## config.mk

```make
export PLATFORM = sky130hd
export DESIGN_NAME = memcpy_rd_scheduler_flat
export DESIGN_NICKNAME = d
export VERILOG_FILES = /design/src/rtl/memcpy_rd_scheduler_if.sv /design/src/rtl/memcpy_rd_scheduler.sv /design/src/flat_wrapper.sv
export SDC_FILE = /design/constraint.sdc
export NUM_CORES = 1
export LEC_CHECK = 0
export CAP_MARGIN = 10
export CORE_MARGIN = 1
export CORE_UTILIZATION = 35
export CTS_CLUSTER_DIAMETER = 40
export CTS_CLUSTER_SIZE = 24
export DETAILED_ROUTE_END_ITERATION = 16
export PLACE_DENSITY = 0.66
export SLEW_MARGIN = 10
export SYNTH_ARGS = -nofsm -noshare
export SYNTH_HDL_FRONTEND = slang
export SYNTH_SLANG_ARGS = --single-unit
```

## constraint.sdc

```tcl
create_clock -name clk -period 11.6 [get_ports clk]
set_input_delay 2.32 -clock clk [delete_from_list [all_inputs] [get_ports clk]]
set_output_delay 2.32 -clock clk [all_outputs]
set_load 0.005 [all_outputs]
```

## src/rtl/memcpy_rd_scheduler_if.sv

```systemverilog
// Bus between the memcpy CSR/CCI-P glue and the read scheduler: job config,
// flow-control inputs, read request strobe and job status.
interface memcpy_rd_scheduler_if #(
   parameter int ADDR_W  = 42,
   parameter int CNT_W   = 32,
   parameter int MDATA_W = 16
);
   logic               start;
   logic               abort;
   logic [ADDR_W-1:0]  cfg_src_addr;
   logic [CNT_W-1:0]   cfg_num_lines;
   logic [CNT_W-1:0]   cfg_window;
   logic               c0_alm_full;
   logic               c1_alm_full;
   logic               wr_rsp_valid;
   logic               rd_req_valid;
   logic [ADDR_W-1:0]  rd_req_addr;
   logic [MDATA_W-1:0] rd_req_mdata;
   logic               busy;
   logic               done;
   logic [CNT_W-1:0]   issued_cnt;
   logic [CNT_W-1:0]   retired_cnt;
   logic [63:0]        cycle_cnt;
   logic               err_underflow;

   modport master (
      output start, abort, cfg_src_addr, cfg_num_lines, cfg_window,
             c0_alm_full, c1_alm_full, wr_rsp_valid,
      input  rd_req_valid, rd_req_addr, rd_req_mdata, busy, done,
             issued_cnt, retired_cnt, cycle_cnt, err_underflow
   );

   modport slave (
      input  start, abort, cfg_src_addr, cfg_num_lines, cfg_window,
             c0_alm_full, c1_alm_full, wr_rsp_valid,
      output rd_req_valid, rd_req_addr, rd_req_mdata, busy, done,
             issued_cnt, retired_cnt, cycle_cnt, err_underflow
   );
endinterface

```

## src/rtl/memcpy_rd_scheduler.sv

```systemverilog
// Read-side sequencer for a CCI-P memcpy job: issues one RDLINE per cycle,
// throttled by almost-full and by the window of reads not yet write-acked.
module memcpy_rd_scheduler #(
   parameter int ADDR_W  = 42,
   parameter int CNT_W   = 32,
   parameter int MDATA_W = 16
) (
   input logic                clk,
   input logic                reset,
   memcpy_rd_scheduler_if.slave bus
);

   typedef enum logic [1:0] {IDLE, RUN, DRAIN, DONE} state_t;

   state_t             state, next_state;
   logic [ADDR_W-1:0]  src_q;
   logic [CNT_W-1:0]   num_lines_q;
   logic [CNT_W-1:0]   window_q;
   logic [CNT_W-1:0]   target_q;
   logic [CNT_W-1:0]   issued_q;
   logic [CNT_W-1:0]   retired_q;
   logic [63:0]        cycle_q;
   logic               err_q;
   logic               req_valid_q;
   logic [ADDR_W-1:0]  req_addr_q;
   logic [MDATA_W-1:0] req_mdata_q;

   logic [CNT_W-1:0]   outstanding;
   logic               accept_start;
   logic               issue_ok;
   logic               do_issue;
   logic               active;
   logic               rsp_count;
   logic               rsp_underflow;

   always_ff @(posedge clk or posedge reset) begin
      if (reset) state <= IDLE;
      else       state <= next_state;
   end

   always_comb begin
      next_state = state;
      case (state)
         IDLE:  if (accept_start) next_state = RUN;
         RUN: begin
            if (bus.abort)
               next_state = DRAIN;
            else if (do_issue && (issued_q + CNT_W'(1) == num_lines_q))
               next_state = DRAIN;
         end
         DRAIN: if (retired_q == target_q) next_state = DONE;
         DONE:  next_state = IDLE;
         default: next_state = IDLE;
      endcase
   end

   // Abort wins over a same-cycle issue so the drain target is exactly what went out.
   always_comb begin
      bus.busy      = (state != IDLE);
      bus.done      = (state == DONE);
      active        = (state == RUN) || (state == DRAIN);
      accept_start  = (state == IDLE) && bus.start &&
                      (bus.cfg_num_lines != '0) && (bus.cfg_window != '0);
      outstanding   = issued_q - retired_q;
      issue_ok      = (state == RUN) && !bus.c0_alm_full && !bus.c1_alm_full &&
                      (issued_q < num_lines_q) && (outstanding < window_q);
      do_issue      = issue_ok && !bus.abort;
      rsp_count     = active && bus.wr_rsp_valid && (outstanding != '0);
      rsp_underflow = active && bus.wr_rsp_valid && (outstanding == '0);
   end

   always_ff @(posedge clk or posedge reset) begin
      if (reset) begin
         src_q       <= '0;
         num_lines_q <= '0;
         window_q    <= '0;
         target_q    <= '0;
         issued_q    <= '0;
         retired_q   <= '0;
         cycle_q     <= '0;
         err_q       <= 1'b0;
         req_valid_q <= 1'b0;
         req_addr_q  <= '0;
         req_mdata_q <= '0;
      end else begin
         req_valid_q <= do_issue;
         if (do_issue) begin
            req_addr_q  <= src_q + ADDR_W'(issued_q);
            req_mdata_q <= MDATA_W'(issued_q);
         end
         if (accept_start) begin
            src_q       <= bus.cfg_src_addr;
            num_lines_q <= bus.cfg_num_lines;
            window_q    <= bus.cfg_window;
            target_q    <= bus.cfg_num_lines;
            issued_q    <= '0;
            retired_q   <= '0;
            cycle_q     <= '0;
            err_q       <= 1'b0;
         end else begin
            if (do_issue)                     issued_q  <= issued_q + CNT_W'(1);
            if (rsp_count)                    retired_q <= retired_q + CNT_W'(1);
            if (rsp_underflow)                err_q     <= 1'b1;
            if ((state == RUN) && bus.abort)  target_q  <= issued_q;
            if (active && (cycle_q != '1))    cycle_q   <= cycle_q + 64'd1;
         end
      end
   end

   assign bus.rd_req_valid  = req_valid_q;
   assign bus.rd_req_addr   = req_addr_q;
   assign bus.rd_req_mdata  = req_mdata_q;
   assign bus.issued_cnt    = issued_q;
   assign bus.retired_cnt   = retired_q;
   assign bus.cycle_cnt     = cycle_q;
   assign bus.err_underflow = err_q;

endmodule

```

## src/flat_wrapper.sv

```systemverilog
// flat-port wrapper written by rule: the top's interface ports become plain ports
module memcpy_rd_scheduler_flat 
#(
   parameter int ADDR_W  = 42,
   parameter int CNT_W   = 32,
   parameter int MDATA_W = 16
)
  (clk, reset, bus_start, bus_abort, bus_cfg_src_addr, bus_cfg_num_lines, bus_cfg_window, bus_c0_alm_full, bus_c1_alm_full, bus_wr_rsp_valid, bus_rd_req_valid, bus_rd_req_addr, bus_rd_req_mdata, bus_busy, bus_done, bus_issued_cnt, bus_retired_cnt, bus_cycle_cnt, bus_err_underflow);
  memcpy_rd_scheduler_if #(.ADDR_W(ADDR_W), .CNT_W(CNT_W), .MDATA_W(MDATA_W)) bus_i ();
  input logic clk;
  input logic reset;
  input wire logic [$bits(bus_i.start)-1:0] bus_start;
  input wire logic [$bits(bus_i.abort)-1:0] bus_abort;
  input wire logic [$bits(bus_i.cfg_src_addr)-1:0] bus_cfg_src_addr;
  input wire logic [$bits(bus_i.cfg_num_lines)-1:0] bus_cfg_num_lines;
  input wire logic [$bits(bus_i.cfg_window)-1:0] bus_cfg_window;
  input wire logic [$bits(bus_i.c0_alm_full)-1:0] bus_c0_alm_full;
  input wire logic [$bits(bus_i.c1_alm_full)-1:0] bus_c1_alm_full;
  input wire logic [$bits(bus_i.wr_rsp_valid)-1:0] bus_wr_rsp_valid;
  output wire logic [$bits(bus_i.rd_req_valid)-1:0] bus_rd_req_valid;
  output wire logic [$bits(bus_i.rd_req_addr)-1:0] bus_rd_req_addr;
  output wire logic [$bits(bus_i.rd_req_mdata)-1:0] bus_rd_req_mdata;
  output wire logic [$bits(bus_i.busy)-1:0] bus_busy;
  output wire logic [$bits(bus_i.done)-1:0] bus_done;
  output wire logic [$bits(bus_i.issued_cnt)-1:0] bus_issued_cnt;
  output wire logic [$bits(bus_i.retired_cnt)-1:0] bus_retired_cnt;
  output wire logic [$bits(bus_i.cycle_cnt)-1:0] bus_cycle_cnt;
  output wire logic [$bits(bus_i.err_underflow)-1:0] bus_err_underflow;
  assign bus_i.start = bus_start;
  assign bus_i.abort = bus_abort;
  assign bus_i.cfg_src_addr = bus_cfg_src_addr;
  assign bus_i.cfg_num_lines = bus_cfg_num_lines;
  assign bus_i.cfg_window = bus_cfg_window;
  assign bus_i.c0_alm_full = bus_c0_alm_full;
  assign bus_i.c1_alm_full = bus_c1_alm_full;
  assign bus_i.wr_rsp_valid = bus_wr_rsp_valid;
  assign bus_rd_req_valid = bus_i.rd_req_valid;
  assign bus_rd_req_addr = bus_i.rd_req_addr;
  assign bus_rd_req_mdata = bus_i.rd_req_mdata;
  assign bus_busy = bus_i.busy;
  assign bus_done = bus_i.done;
  assign bus_issued_cnt = bus_i.issued_cnt;
  assign bus_retired_cnt = bus_i.retired_cnt;
  assign bus_cycle_cnt = bus_i.cycle_cnt;
  assign bus_err_underflow = bus_i.err_underflow;
  memcpy_rd_scheduler #(.ADDR_W(ADDR_W), .CNT_W(CNT_W), .MDATA_W(MDATA_W)) u_core (.clk(clk), .reset(reset), .bus(bus_i));
endmodule
```

# Word level (Yosys, flattened, before mapping)

Cells that the tools add are included.

Register bits: 328
Bits of input ports: 113
Output and inout port bits: 190
Word-level logic and storage cells: 73

Add/sub/neg operators: 5
Magnitude comparators: 2
Equality and inequality tests: 9
Mux-type cells: 15
Reduce and logical (&&, ||, !) cells: 30

Operators with widths:

| cell                                                                  | count |
|---|---|
| 32-bit 2-to-1 mux                                                     | 6 |
| 64-bit 2-to-1 mux                                                     | 2 |
| 32-bit nonzero test                                                   | 3 |
| 32-bit by 1-bit adder with 32-bit output, second input constant       | 2 |
| 64-bit by 1-bit adder with 64-bit output, second input constant       | 1 |
| 32-bit equality test                                                  | 2 |
| 32-bit less-than comparator                                           | 2 |
| 64-bit != test, second input constant                                 | 1 |
| 42-bit by 32-bit adder with 42-bit output                             | 1 |
| 32-bit logical NOT                                                    | 1 |
| 32-bit subtractor                                                     | 1 |
| 1-bit logical AND                                                     | 14 |
| 2-bit nonzero test                                                    | 6 |
| 2-bit 2-to-1 mux                                                      | 4 |
| 2-bit case mux with 4 select lines                                    | 1 |
| 2-bit equality test, second input constant                            | 2 |
| 2-bit by 1-bit != test with 1-bit output, second input constant       | 2 |
| 1-bit logical NOT                                                     | 3 |
| 3-bit by 2-bit != test with 1-bit output, second input constant       | 1 |
| 3-bit AND reduction                                                   | 1 |
| 2-bit by 1-bit equality test with 1-bit output, second input constant | 1 |
| 2-bit logical NOT                                                     | 1 |
| 1-bit 2-to-1 mux                                                      | 2 |
| 1-bit logical OR                                                      | 1 |

# Logic depth before layout (Yosys ltp)

Gate-level depths: netlist (run 1).

Depth after elaboration: 10
Mapped depth: 24
Gate-level depth less buffers: 22

# Worst setup path after synthesis (run 1)

Ideal clock, no wire load.

Path type: register -> register
Start: register u_core.issued_q[14] (netlist: u_core.bus.issued_cnt[14])
End: register u_core.req_mdata_q[7] (netlist: u_core.bus.rd_req_mdata[7])
Setup time: 0.065 ns
Data arrival time: 4.806 ns
Required time: 11.535 ns
Slack: 6.729 ns
Cell stages (with the launch flop): 23
Path buffers: 4
Clock period less this slack: 4.871 ns
Path through: dfrtp_1 -> ha_1 -> clkbuf_1 -> a21oi_1 -> o211ai_1 -> a211o_1 -> o2111a_1 -> o41ai_1 -> xnor2_1 -> ha_1 -> a21oi_1 -> nor2b_1 -> o21ai_0 -> nand4_1 -> a2111oi_0 -> a21boi_0 -> o211ai_1 -> inv_1 -> clkbuf_1 -> buf_1 -> clkbuf_1 -> nand2_1 -> nand2_1

Longest elaborated chain between the ends: 4
Elaborated cells between the ends (all ways): 6
Classes of those cells: 1 x add/sub; 2 x order compare; 3 x reduce/logical

RTL lines:

| element                                                          | line                                                 | RTL |
|---|---|---|
| start, declared                                                  | memcpy_rd_scheduler.sv:20                            | `logic [CNT_W-1:0] issued_q;` |
| start signal, assigned                                           | memcpy_rd_scheduler.sv:101                           | `if (do_issue) issued_q <= issued_q + CNT_W'(1);` |
| 32-bit subtractor or 32-bit less-than comparator (tied branches) | memcpy_rd_scheduler.sv:64, memcpy_rd_scheduler.sv:66 |  |
| 32-bit less-than comparator or 1-bit logical AND (tied branches) | memcpy_rd_scheduler.sv:66, memcpy_rd_scheduler.sv:65 |  |
| 1-bit logical AND *                                              | memcpy_rd_scheduler.sv:66                            | `(issued_q < num_lines_q) && (outstanding < window_q);` |
| 1-bit logical AND *                                              | memcpy_rd_scheduler.sv:67                            | `do_issue = issue_ok && !bus.abort;` |
| named net u_core.do_issue                                        | memcpy_rd_scheduler.sv:31                            | `logic do_issue;` |
| end signal, assigned                                             | memcpy_rd_scheduler.sv:89                            | `req_mdata_q <= MDATA_W'(issued_q);` |
| end, declared                                                    | memcpy_rd_scheduler.sv:26                            | `logic [MDATA_W-1:0] req_mdata_q;` |

The timed path passes the listed nets; every way through them passes the cells marked *.
A chain may end at the register's enable or synchronous reset.

# Final worst setup path (run 1)

Start: register u_core.issued_q[0] (netlist: u_core.bus.issued_cnt[0])
End: register u_core.issued_q[17] (netlist: u_core.bus.issued_cnt[17])

Longest elaborated chain between the ends: 5
Elaborated cells between the ends (all ways): 10
Classes of those cells: 2 x add/sub; 2 x order compare; 2 x mux; 4 x reduce/logical

RTL lines:

| element                                                          | line |
|---|---|
| 32-bit subtractor or 32-bit less-than comparator (tied branches) | memcpy_rd_scheduler.sv:64, memcpy_rd_scheduler.sv:66 |
| 32-bit less-than comparator or 1-bit logical AND (tied branches) | memcpy_rd_scheduler.sv:66, memcpy_rd_scheduler.sv:65 |
| 1-bit logical AND                                                | memcpy_rd_scheduler.sv:66 |
| 1-bit logical AND                                                | memcpy_rd_scheduler.sv:67 |
| 2-bit nonzero test (no source line)                              | - |

Parallel ways exist; a longest one is shown, timed or not. The select of a mux whose other input is x is not followed.

==> results of run 1 <==
flip-flops by register name (all words and copies together) (netlist names):
register and flops:
u_core.bus.rd_req_mdata 16, u_core.target_q 32, u_core.num_lines_q 32, u_core.bus.cycle_cnt 64, u_core.bus.rd_req_valid 1, u_core.bus.rd_req_addr 42
u_core.bus.retired_cnt 32, u_core.src_q 42, u_core.bus.err_underflow 1, u_core.window_q 32, u_core.bus.issued_cnt 32, u_core.state 2
worst paths after layout:
path / slack (ns) / to / start
hold / removal: 0.47 / u_core.window_q[0] / u_core.window_q[0]
setup reg to reg: 5.23 / u_core.bus.issued_cnt[17] / u_core.bus.issued_cnt[0]
hold reg to reg: 0.47 / u_core.window_q[0] / u_core.window_q[0]
setup / recovery: 5.23 / u_core.bus.issued_cnt[17] / u_core.bus.issued_cnt[0]
max in group asynchronous: 7.68 / u_core.window_q[14] / reset
min in group asynchronous: 2.28 / u_core.bus.rd_req_addr[30] / reset
cell type report:
class | count | area [sq um] | area share, %
multi-input cells | 1814 | 11400 | 43.1
flip-flops and latches | 328 | 8210 | 31.0
repair buffers | 315 | 3130 | 11.8
clock buffers | 81 | 1840 | 6.95
well taps | 765 | 957 | 3.61
inverters | 134 | 510 | 1.93
clock inverters | 39 | 438 | 1.65
diodes | 2 | 5.00 | 0.0189
cells by family after synthesis:
kind of cell / Yosys count / share of synthesized area, %
multiplexers: 46 / 2.26
buffers and inverters: 234 / 4.47
XOR/XNOR: 213 / 9.08
flip-flops: 328 / 40.0
AND/OR/NAND/NOR: 905 / 20.8
AO/OA/AOI/OAI: 514 / 15.1
adder cells (fa/ha/maj): 136 / 8.36
through the flow:
stage / total power, uW / setup WS [ns] / util [%]
global route: 5980 / 4.71 / 45.9
detailed placement: 3660 / 5.21 / 41.9
floorplan: 2930 / 0.197 / -
CTS: 5660 / 5.19 / 45.9
finish: 5620 / 5.23 / 45.9
global placement: 3610 / 5.28 / 41.9
power groups by stage:
stage | clock network (uW) | registers (uW) | logic, uW
floorplan | 0 | 1640 | 1290
global placement | 0 | 1690 | 1920
detailed placement | 0 | 1700 | 1970
CTS | 1990 | 1680 | 1990
global route | 2050 | 1720 | 2220
finish | 1950 | 1690 | 1990
critical path: cells and delay by family (launching register included):
family / cells / cell delay (ns)
AOI/OAI and AO/OA: 9 / 2.48
adders and majority gates: 3 / 0.94
and+or+nand+nor: 5 / 0.84
xor gates and xnor gates: 2 / 0.40
buffers and inverters: 2 / 1.03
DFF: 1 / 0.54
routing by layer:
metal / global-route usage (%) / wire (um)
met5: 0 / 0
met4: 9.23 / 2080
met3: 5.92 / 5240
met2: 36.7 / 32000
met1: 29.0 / 29400
cells in the mapped netlist, drive strengths merged, types with 17 or more instances:
library cell	count	share of area [%]
nand2	401	7.3
dfrtp	328	40
o21ai	227	5.5
nor2	156	2.9
ha	134	8.2
inv	134	2.4
xor2	126	5.4
a21oi	116	2.9
xnor2	87	3.7
clkbuf	82	1.5
nand4	53	1.6
nand3	52	1.3
mux2i	43	2.1
nor3	40	0.97
a21o	39	1.4
nor4	39	1.2
or3	37	1.1
and3	31	0.94
o211ai	22	0.80
and4	20	0.85
buf	18	0.51
or4	18	0.66
and2	17	0.52
o21a	17	0.62
==> out/qor.yml, run 1 <==
status:
  status: "finished, final reports clean"
timing:
  hold_ws_ns: 0.470
  tightest_slew_ns: 1.19
  setup_violations: 0
  period_needed_ns: 6.37
  report.final.slew_viol_count: 0
  setup_tns_ns: 0
  finalClockSkew_ns: 0.0386
  report.final.hold_viol_count: 0
  timing.fmax_mhz: 157
  fin_crit_sh_pct: 54.9
  slew_headroom_pct: 20.9
  grt_setup_unrepaired: "false"
worst_hold_path:
  hp-class: "reg2reg"
  hold_depth: 2
pwr:
  power.net_switching_uw: 2050
  p_int_uw: 3570
  max-vdd-ir-drop_mv: 0.114
  power_density_nw_per_um2: 212
  p_clk_share_pct: 34.7
  pwr-share-comb_pct: 35.3
  p_leak_uw: 0.0122
  p_sw_share_pct: 36.5
  seq_power_share_pct: 30.0
clocking:
  cts_inserted_buffers: 67
  cts_hold_buffers: 0
  htree_levels: 3
  cts-root-buf: "clkbuf_16"
  clkTransAtPathRegs_ns: 0.05
  clk_latency_ns: 0.60
  post_cts_buffers: 0
  clock-sinks: 328
  cts_tree: "done"
  cts.path.max_buffers: 3
  cts_resized: 0
synthesis:
  syn_area_per_cell_sq_um: 8.64
  netlist_area_sq_um: 20500
  yosysSeqAreaShare_pct: 40.0
  ys_seq_elements: 328
  synth_top_flop_cell: "dfrtp_1"
  yosysWarnings: 0
  synth_enable_flop_cells: 0
  ys_types: 70
  syn-instance-count: 2376
  syn_nets: 2625
  async_reset_ff_share_pct: 100
worst_setup_path:
  startpoint_type: "register"
  cp_cell_sequence: "inv_1 > ha_1 > fa_1 > nand2b_1 > a21oi_1 > a21o_1 > a41o_1 > o21ai_0 > a31oi_1 > xor2_1 > ha_1 > nor2b_1 > o21ai_0 > nand4_1 > a2111oi_0 > a21boi_0 > o211ai_1 > inv_1 > and4_1 > xnor2_1 > nor2_1"
  crit_slowest_cell: "inv_1"
  required_ns: 12.05
  slowest_delay_ns: 0.84
  critPathCaptureType: "register"
  rr_worst_depth: 21
  crit_fanout: 29
  crit_arrival_ns: 6.82
  critPathKind: "reg2reg"
layout:
  syn_to_final_growth_pct: 29.1
  instances_no_fill: 3478
  fillers: 5583
  layout_commonest_cell: "nand2_1"
  most-common-layout-cells: "nand2_1, dfrtp_1, clkdlybuf4s50_1"
  drive_above_1_share_pct: 5.61
  fin_nets: 2909
  final_area_sq_um: 26500
global_route:
  antenna_found_initial: 0
  grt_use_total_pct: 22.8
  grt_max_degree: 155
  grt_pass1_vias: 18700
  grt_first_pass_wirelength_um: 106000
  overflow: 0
drt:
  ant_nets: 0
  vias: 18600
  vias_per_cell: 5.34
  drc: 0
  wire_per_inst_um: 19.8
  first_pass_iters: 5
  routed_wl_um: 68700
  drtIter0Drc: 1317
floorplanning:
  design.core.area_sq_um: 57800
  die_h_um: 244
  die_area_sq_um: 59700
  top_level_ports: 303
  start_util_pct: 35.5
  fp-row-count: 88
  die_width_um: 244
flow_run:
  maxCapViolCount: 0
placement:
  place_inst: 3356
  placed_cell_area_sq_um: 24200
  gp_congestion: 0.921
  dp_hpwl_um: 51400
  io_buffer_count: 302
No activity file was read; power rests on OpenSTA's default activity.
==> inputs of run 2 (changes only) <==
--- a/config.mk
+++ b/config.mk
@@ -11,7 +11,7 @@
 export CTS_CLUSTER_DIAMETER = 40
 export CTS_CLUSTER_SIZE = 24
 export DETAILED_ROUTE_END_ITERATION = 16
-export PLACE_DENSITY = 0.66
+export PLACE_DENSITY = 0.64
 export SLEW_MARGIN = 10
 export SYNTH_ARGS = -nofsm -noshare
 export SYNTH_HDL_FRONTEND = slang
==> constraint.sdc (replaced) <==
create_clock -name clk -period 6 [get_ports clk]
set_input_delay 1.2 -clock clk [delete_from_list [all_inputs] [get_ports clk]]
set_output_delay 1.2 -clock clk [all_outputs]
set_load 0.005 [all_outputs]
==> run 2 against run 1 <==
  * Clock power grew 95%
  * Sequential power grew 92%
  * Critical path depth is the same
  * First-iteration DRC count shrank 18%
  * Setup slack lost 4.8 ns
  * Final area grew 1.4%
  * Non-clock buffer count grew 30
  * Flip-flop and latch count is the same
  * Largest power group unchanged
  * Highest routed layer is now met5
==> out/qor.yml, run 2 (synthesis results as in run 1) <==
drt:
  vias: 18700  # was 18.6k
  drc: 0  # unchanged
  routed_wl_um: 69400  # was 68,700 um
  vias_per_cell: 5.32  # was 5.34
  first_pass_iters: 5  # unchanged
  ant_nets: 0  # unchanged
  wire_per_inst_um: 19.8  # about the same
  drtIter0Drc: 1078  # was 1,317
clocking:
  htree_levels: 3  # unchanged
  cts_hold_buffers: 0  # unchanged
  clock-sinks: 328  # unchanged
  cts_tree: "done"  # unchanged
  cts-root-buf: "clkbuf_16"  # unchanged
  clk_latency_ns: 0.61  # was 0.60 ns
  clkTransAtPathRegs_ns: 0.05  # about the same
  post_cts_buffers: 0  # unchanged
  cts.path.max_buffers: 3  # unchanged
  cts_inserted_buffers: 69  # was 67
layout:
  final_area_sq_um: 26900  # was 26,500 sq um
  most-common-layout-cells: "nand2_1, dfrtp_1, clkdlybuf4s50_1"  # unchanged
  layout_commonest_cell: "nand2_1"  # unchanged
  syn_to_final_growth_pct: 30.9  # was 29.1%
  drive_above_1_share_pct: 6.91  # was 5.61%
  fin_nets: 2941  # was 2,909
  largest_reg_flops: 64  # unchanged
  antenna_cells: 0  # was 2
pwr:
  p_leak_uw: 0.0124  # was 0.0122 uW
  power.net_switching_uw: 3980  # was 2050 uW
  p_sw_share_pct: 36.6  # was 36.5%
  seq_power_share_pct: 29.9  # was 30.0%
  max-vdd-ir-drop_mv: 0.232  # was 0.114 mV
  power_density_nw_per_um2: 404  # was 212 nW/um^2
  fin_total_pwr_uw: 10900  # was 5620 uW
  p_int_uw: 6880  # was 3570 uW
  p_clk_share_pct: 35.0  # was 34.7%
  pwr-share-comb_pct: 35.0  # was 35.3%
global_route:
  grt_use_total_pct: 23.1  # was 22.8%
  overflow: 0  # unchanged
  grt_max_degree: 245  # was 155
  antenna_found_initial: 4  # was 0
  grt_first_pass_wirelength_um: 107000  # was 106,000 um
  grt_pass1_vias: 18600  # was 18.7k
placement:
  gp_congestion: 0.994  # was 0.921
  dp_hpwl_um: 51900  # was 51,400 um
  io_buffer_count: 302  # unchanged
  placed_cell_area_sq_um: 24500  # was 24,200 sq um
worst_setup_path:
  critPathKind: "reg2reg"  # unchanged
  startpoint_type: "register"  # unchanged
  crit_slowest_cell: "dfrtp_1"  # was inv_1
  crit_buf_inv: 2  # unchanged
  slowest_delay_ns: 0.49  # was 0.84 ns
  required_ns: 6.44  # was 12.05 ns
  critPathCaptureType: "register"  # unchanged
  crit_arrival_ns: 6.04  # was 6.82 ns
  critical_path.top_delay_family: "compound AO/OA/AOI/OAI gates"  # unchanged
  cp_cell_sequence: "inv_1 > ha_1 > fa_1 > nand2b_1 > a21oi_1 > a21o_1 > a41o_1 > o21ai_0 > a31oi_1 > xor2_1 > ha_1 > nor2b_1 > o21ai_0 > nand4_1 > a2111oi_1 > a21boi_0 > o211ai_1 > buf_12 > nor3b_1 > xnor2_1 > nor2_1"  # was inv_1 > ha_1 > fa_1 > nand2b_1 > a21oi_1 > a21o_1 > a41o_1 > o21ai_0 > a31oi_1 > xor2_1 > ha_1 > nor2b_1 > o21ai_0 > nand4_1 > a2111oi_0 > a21boi_0 > o211ai_1 > inv_1 > and4_1 > xnor2_1 > nor2_1
  crit_fanout: 132  # was 29
timing:
  period_needed_ns: 5.60  # was 6.37 ns
  finalClockSkew_ns: 0.0380  # was 0.0386 ns
  report.final.hold_viol_count: 0  # unchanged
  tightest_slew_ns: 1.10  # was 1.19 ns
  report.final.slew_viol_count: 0  # unchanged
  slew_headroom_pct: 25.6  # was 20.9%
  setup_violations: 0  # unchanged
  grt_setup_unrepaired: "false"  # unchanged
  hold_ws_ns: 0.473  # was 0.470 ns
  timing.fmax_mhz: 179  # was 157 MHz
  fin_crit_sh_pct: 93.3  # was 54.9%
flow_run:
  maxCapViolCount: 0  # unchanged
floorplanning:
  die_width_um: 244  # unchanged
  die_h_um: 244  # unchanged
  start_util_pct: 35.5  # unchanged
  die_area_sq_um: 59700  # unchanged
  fp-row-count: 88  # unchanged
  top_level_ports: 303  # unchanged
  design.core.area_sq_um: 57800  # unchanged
worst_hold_path:
  hp-class: "reg2reg"  # unchanged
status:
  status: "finished, final reports clean"  # unchanged
==> run 2: cell types whose count changed in the layout (fill, tap and decap cells not counted), moves of 2 or more <==
cell,previous run,this run
a2111oi_1,0,2
clkbuf_1,5,8
clkbuf_16,69,71
clkinvlp_4,4,12
bufinv_16,6,3
buf_12,1,5
buf_4,12,37
clkinv_2,14,10
a2111oi_0,6,4
diode_2,2,0
==> run 2: worst reg2reg max path: stages (launching register included) <==
cell and delay [ns]:
dfrtp_1 0.49, inv_1 0.16, ha_1 0.23, fa_1 0.40
nand2b_1 0.20, a21oi_1 0.23, a21o_1 0.23, a41o_1 0.33
o21ai_0 0.16, a31oi_1 0.19, xor2_1 0.27, ha_1 0.29
nor2b_1 0.13, o21ai_0 0.15, nand4_1 0.10, a2111oi_1 0.35
a21boi_0 0.23, o211ai_1 0.31, buf_12 0.36, nor3b_1 0.44
xnor2_1 0.15, nor2_1 0.05
==> run 2: per-layer routing <==
metal	up-vias	track usage [%]	routed length [um]
met5	-	0	53
li1	8972	-	-
met2	552	37.1	32400
met4	8	9.60	2320
met1	9050	28.9	29000
met3	125	6.95	5700
==> run 2: power by group through the flow <==
stage	clock network [uW]	logic [uW]	registers, uW
CTS	3890	3800	3250
floorplan	0	2490	3170
finish	3810	3810	3250
detailed placement	0	3760	3280
global route	4000	4260	3320
global placement	0	3700	3260
==> run 2: final timing paths <==
check                                                start                          to  slack (ns)  cells after the start
worst max-delay path              u_core.bus.issued_cnt[0]   u_core.bus.issued_cnt[27]        0.40                     21
worst min register to register  u_core.bus.rd_req_mdata[2]  u_core.bus.rd_req_mdata[2]        0.47                      2
min in group asynchronous                            reset   u_core.bus.retired_cnt[2]        1.04                      2
worst min-delay path            u_core.bus.rd_req_mdata[2]  u_core.bus.rd_req_mdata[2]        0.47                      2
worst max register to register    u_core.bus.issued_cnt[0]   u_core.bus.issued_cnt[27]        0.40                     21
max in group asynchronous                            reset            u_core.src_q[26]        3.72                      3
==> run 2: area by class of cell <==
type                            count  area [sq um]
Multi-Input combinational cell   1814         11500
Clock inverter                     41           432
Timing Repair Buffer              345          3410
Sequential cell                   328          8210
Fill cell                        5560         30900
Inverter                          134           507
Clock buffer                       87          1920
Tap cell                          765           957
==> run 2: stage by stage <==
stage | setup slack (ns) | TNS, ns | instances | util (%)
final | 0.401 | 0 | 3514 | 46.5
after global routing | 0.00639 | 0 | 3514 | 46.5
after CTS | 0.231 | 0 | 3514 | 46.5
after detailed placement | -0.0111 | -0.0111 | 3386 | 42.4
after global placement | 0.208 | 0 | 3385 | 42.4
after floorplan | 0.421 | 0 | 2376 | -
==> run 2: what timing repair did <==
item | in CTS | in global routing
gates cloned | 0 | 0
setup endpoints to repair | 1 | 34
resized for setup | 1 | 4
==> inputs of run 3 (changes only) <==
--- a/config.mk
+++ b/config.mk
@@ -5,13 +5,13 @@
 export SDC_FILE = /design/constraint.sdc
 export NUM_CORES = 1
 export LEC_CHECK = 0
+export ABC_AREA = 1
 export CAP_MARGIN = 10
 export CORE_MARGIN = 1
 export CORE_UTILIZATION = 35
 export CTS_CLUSTER_DIAMETER = 40
-export CTS_CLUSTER_SIZE = 24
 export DETAILED_ROUTE_END_ITERATION = 16
-export PLACE_DENSITY = 0.64
+export PLACE_DENSITY = 0.63
 export SLEW_MARGIN = 10
 export SYNTH_ARGS = -nofsm -noshare
 export SYNTH_HDL_FRONTEND = slang
==> run 3 against run 2 <==
  * Global-route usage increased by 2.5 points
  * Fmax increased by 18%
  * Combinational power rose by 17%
  * Largest cell class unchanged
==> out/qor.yml, run 3 <==
layout:
  largest_reg_flops: 64  # unchanged
  most-common-layout-cells: "nand2_1, inv_1, dfrtp_1"  # was nand2_1, dfrtp_1, clkdlybuf4s50_1
  instances_no_fill: 4617  # was 3,514
  drive_above_1_share_pct: 5.01  # was 6.91%
  syn_to_final_growth_pct: 27.2  # was 30.9%
  final_area_sq_um: 29700  # was 26,900 sq um
  layout_commonest_cell: "nand2_1"  # unchanged
  fin_nets: 3945  # was 2,941
clocking:
  htree_levels: 3  # unchanged
  cts-root-buf: "clkbuf_16"  # unchanged
  cts_hold_buffers: 0  # unchanged
  clkTransAtPathRegs_ns: 0.05  # about the same
  cts_inserted_buffers: 70  # was 69
  cts_resized: 0  # was 1
  clk_latency_ns: 0.62  # was 0.61 ns
  clock-sinks: 328  # unchanged
  cts_tree: "done"  # unchanged
  cts.path.max_buffers: 3  # unchanged
  post_cts_buffers: 0  # unchanged
placement:
  place_inst: 4488  # was 3,386
  gp_congestion: 0.967  # was 0.994
  io_buffer_count: 302  # unchanged
  dp_hpwl_um: 68800  # was 51,900 um
  placed_cell_area_sq_um: 27300  # was 24,500 sq um
pwr:
  p_sw_share_pct: 40.2  # was 36.6%
  max-vdd-ir-drop_mv: 0.258  # was 0.232 mV
  pwr-share-comb_pct: 38.3  # was 35.0%
  fin_total_pwr_uw: 11700  # was 10,900 uW
  p_clk_share_pct: 33.6  # was 35.0%
  p_int_uw: 6960  # was 6880 uW
  p_leak_uw: 0.0141  # was 0.0124 uW
  power_density_nw_per_um2: 393  # was 404 nW/um^2
  power.net_switching_uw: 4690  # was 3980 uW
  seq_power_share_pct: 28.0  # was 29.9%
timing:
  hold_ws_ns: 0.480  # was 0.473 ns
  finalClockSkew_ns: 0.0434  # was 0.0380 ns
  fin_crit_sh_pct: 78.9  # was 93.3%
  report.final.hold_viol_count: 0  # unchanged
  timing.fmax_mhz: 211  # was 179 MHz
  grt_setup_unrepaired: "false"  # unchanged
  setup_tns_ns: 0  # unchanged
  report.final.slew_viol_count: 0  # unchanged
  tightest_slew_ns: 0.961  # was 1.10 ns
  slew_headroom_pct: 35.9  # was 25.6%
  setup_violations: 0  # unchanged
  period_needed_ns: 4.74  # was 5.60 ns
floorplanning:
  design.core.area_sq_um: 65900  # was 57,800 sq um
  die_width_um: 260  # was 244 um
  die_h_um: 260  # was 244 um
  die_area_sq_um: 67600  # was 59,700 sq um
  top_level_ports: 303  # unchanged
  fp-row-count: 94  # was 88
  start_util_pct: 35.4  # was 35.5%
worst_setup_path:
  worstReg2RegStart: "u_core.bus.issued_cnt[0]"  # unchanged
  rrSetupSlack_ns: 1.26  # was 0.40 ns
  critPathKind: "reg2reg"  # unchanged
  rr_worst_depth: 27  # was 21
  startpoint_type: "register"  # unchanged
  critPathCaptureType: "register"  # unchanged
  crit_arrival_ns: 5.19  # was 6.04 ns
  required_ns: 6.45  # was 6.44 ns
  crit_fanout: 110  # was 132
  r2r_end: "u_core.bus.rd_req_addr[33]"  # was u_core.bus.issued_cnt[27]
drt:
  drc: 0  # unchanged
  wire_per_inst_um: 19.1  # was 19.8 um
  vias: 23900  # was 18.7k
  ant_nets: 0  # unchanged
  first_pass_iters: 8  # was 5
  drtIter0Drc: 2441  # was 1,078
  vias_per_cell: 5.17  # was 5.32
  routed_wl_um: 88100  # was 69,400 um
synthesis:
  yosys.area.top_type: "dfrtp_1"  # unchanged
  netlist_area_sq_um: 23300  # was 20,500 sq um
  async_reset_ff_share_pct: 100  # unchanged
  syn-instance-count: 3386  # was 2,376
  syn_nets: 3635  # was 2,625
  yosys-top-cells-count: "nand2_1, inv_1, dfrtp_1, nor2_1, nand3_1"  # was nand2_1, dfrtp_1, o21ai_0, nor2_1
  synth_top_cell_area_share_pct: 35.2  # was 40.0%
  yosysSeqAreaShare_pct: 35.2  # was 40.0%
  synth_top_flop_cell: "dfrtp_1"  # unchanged
  synth.area.top_cells: "dfrtp_1, nand2_1, inv_1"  # was dfrtp_1, ha_1, nand2_1
  synth_enable_flop_cells: 0  # unchanged
  ys_seq_elements: 328  # unchanged
  synth.most_common_cell: "nand2_1"  # unchanged
  ys_types: 48  # was 70
  yosysWarnings: 0  # unchanged
  syn_area_per_cell_sq_um: 6.88  # was 8.64 sq um
global_route:
  grt_use_total_pct: 25.6  # was 23.1%
  grt_max_degree: 165  # was 245
  overflow: 0  # unchanged
  grt_pass1_vias: 22400  # was 18.6k
  grt_first_pass_wirelength_um: 133000  # was 107,000 um
  antenna_found_initial: 3  # was 4
status:
  status: "finished, final reports clean"  # unchanged
worst_hold_path:
  hp-class: "reg2reg"  # unchanged
  hold_end: "u_core.window_q[30]"  # was u_core.bus.rd_req_mdata[2]
  hold_path.startpoint: "u_core.window_q[30]"  # was u_core.bus.rd_req_mdata[2]
  hold_depth: 2  # unchanged
flow_run:
  maxCapViolCount: 0  # unchanged
run 3: cell types whose count changed after synthesis, moves of 50 or more:
cell,before,now
nand3_1,52,243
nor2_1,155,270
nand4_1,53,103
nand2_1,401,1038
inv_1,134,459
xnor2_1,87,28
run 3: cells by family (layout without fill, tap and decap cells):
logic type	after synthesis	count (layout)	synth area share, %
buf+inv	559	925	9.17
fa+ha+maj	136	136	7.36
xor+xnor	130	130	5.00
other cells	0	1	0
flops	328	328	35.2
simple gates	1808	1808	33.1
compound gates	425	425	10.1
run 3: stage by stage:
step | worst slack (ns) | utilization [%]
after floorplan | 0.421 | -
after global placement | 1.25 | 41.4
after detailed placement | 1.25 | 41.4
after CTS | 1.39 | 45.0
after global routing | 0.926 | 45.0
final | 1.26 | 45.0
run 3: metal layers:
| metal | vias up | wire [um] | GRT usage, % |
|---|---|---|---|
| met5 | - | 26 | 0 |
| met4 | 4 | 2800 | 9.76 |
| met3 | 146 | 6530 | 4.04 |
| met2 | 953 | 41100 | 41.6 |
| met1 | 11100 | 37700 | 34.0 |
| li1 | 11700 | - | - |
run 3: critical path, cell delays in order, from the launching register on:
cell and delay, ns:
dfrtp_1 0.45, inv_1 0.21, ha_1 0.26, fa_1 0.40
inv_1 0.10, nand3_1 0.10, nand2_2 0.12, nand2_1 0.05
nand2_1 0.14, nand2_1 0.10, nand2_1 0.16, nand2_1 0.10
nand2_1 0.08, nand2_1 0.04, nand2_1 0.08, inv_1 0.05
ha_1 0.26, nand2_1 0.06, nor2_1 0.18, nand2_1 0.09
nor4b_1 0.32, nand2_1 0.10, nand2_1 0.15, nor2_1 0.06
buf_4 0.22, inv_2 0.10, buf_12 0.31, o21ai_0 0.19
run 3: worst max path at each step:
stage                                  start                    endpoint  cells after the start  slack, ns
floorplan                              reset     u_core.bus.cycle_cnt[0]                      1       0.42
global placement          bus_cfg_window[31]         u_core.target_q[11]                      9       1.25
detailed placement        bus_cfg_window[31]          u_core.target_q[2]                      9       1.25
CTS                 u_core.bus.issued_cnt[0]  u_core.bus.rd_req_addr[31]                     29       1.39
global route        u_core.bus.issued_cnt[0]    u_core.bus.issued_cnt[7]                     28       0.93
finish              u_core.bus.issued_cnt[0]  u_core.bus.rd_req_addr[33]                     27       1.26
run 3: power by group through the flow:
stage | sequential (uW) | clock [uW] | combinational [uW]
floorplan | 3180 | 0 | 2950
global placement | 3290 | 0 | 4370
detailed placement | 3290 | 0 | 4430
CTS | 3260 | 3970 | 4460
global route | 3330 | 4080 | 5030
finish | 3270 | 3920 | 4470
run 3: cell type report:
class | count | area (sq um)
diodes | 1 | 2.50
clock buffers | 81 | 1870
clock inverters | 47 | 495
fillers | 6790 | 36200
inverters | 471 | 1770
multi-input cells | 2499 | 13000
flip-flops and latches | 328 | 8210
well taps | 864 | 1080
repair buffers | 326 | 3250
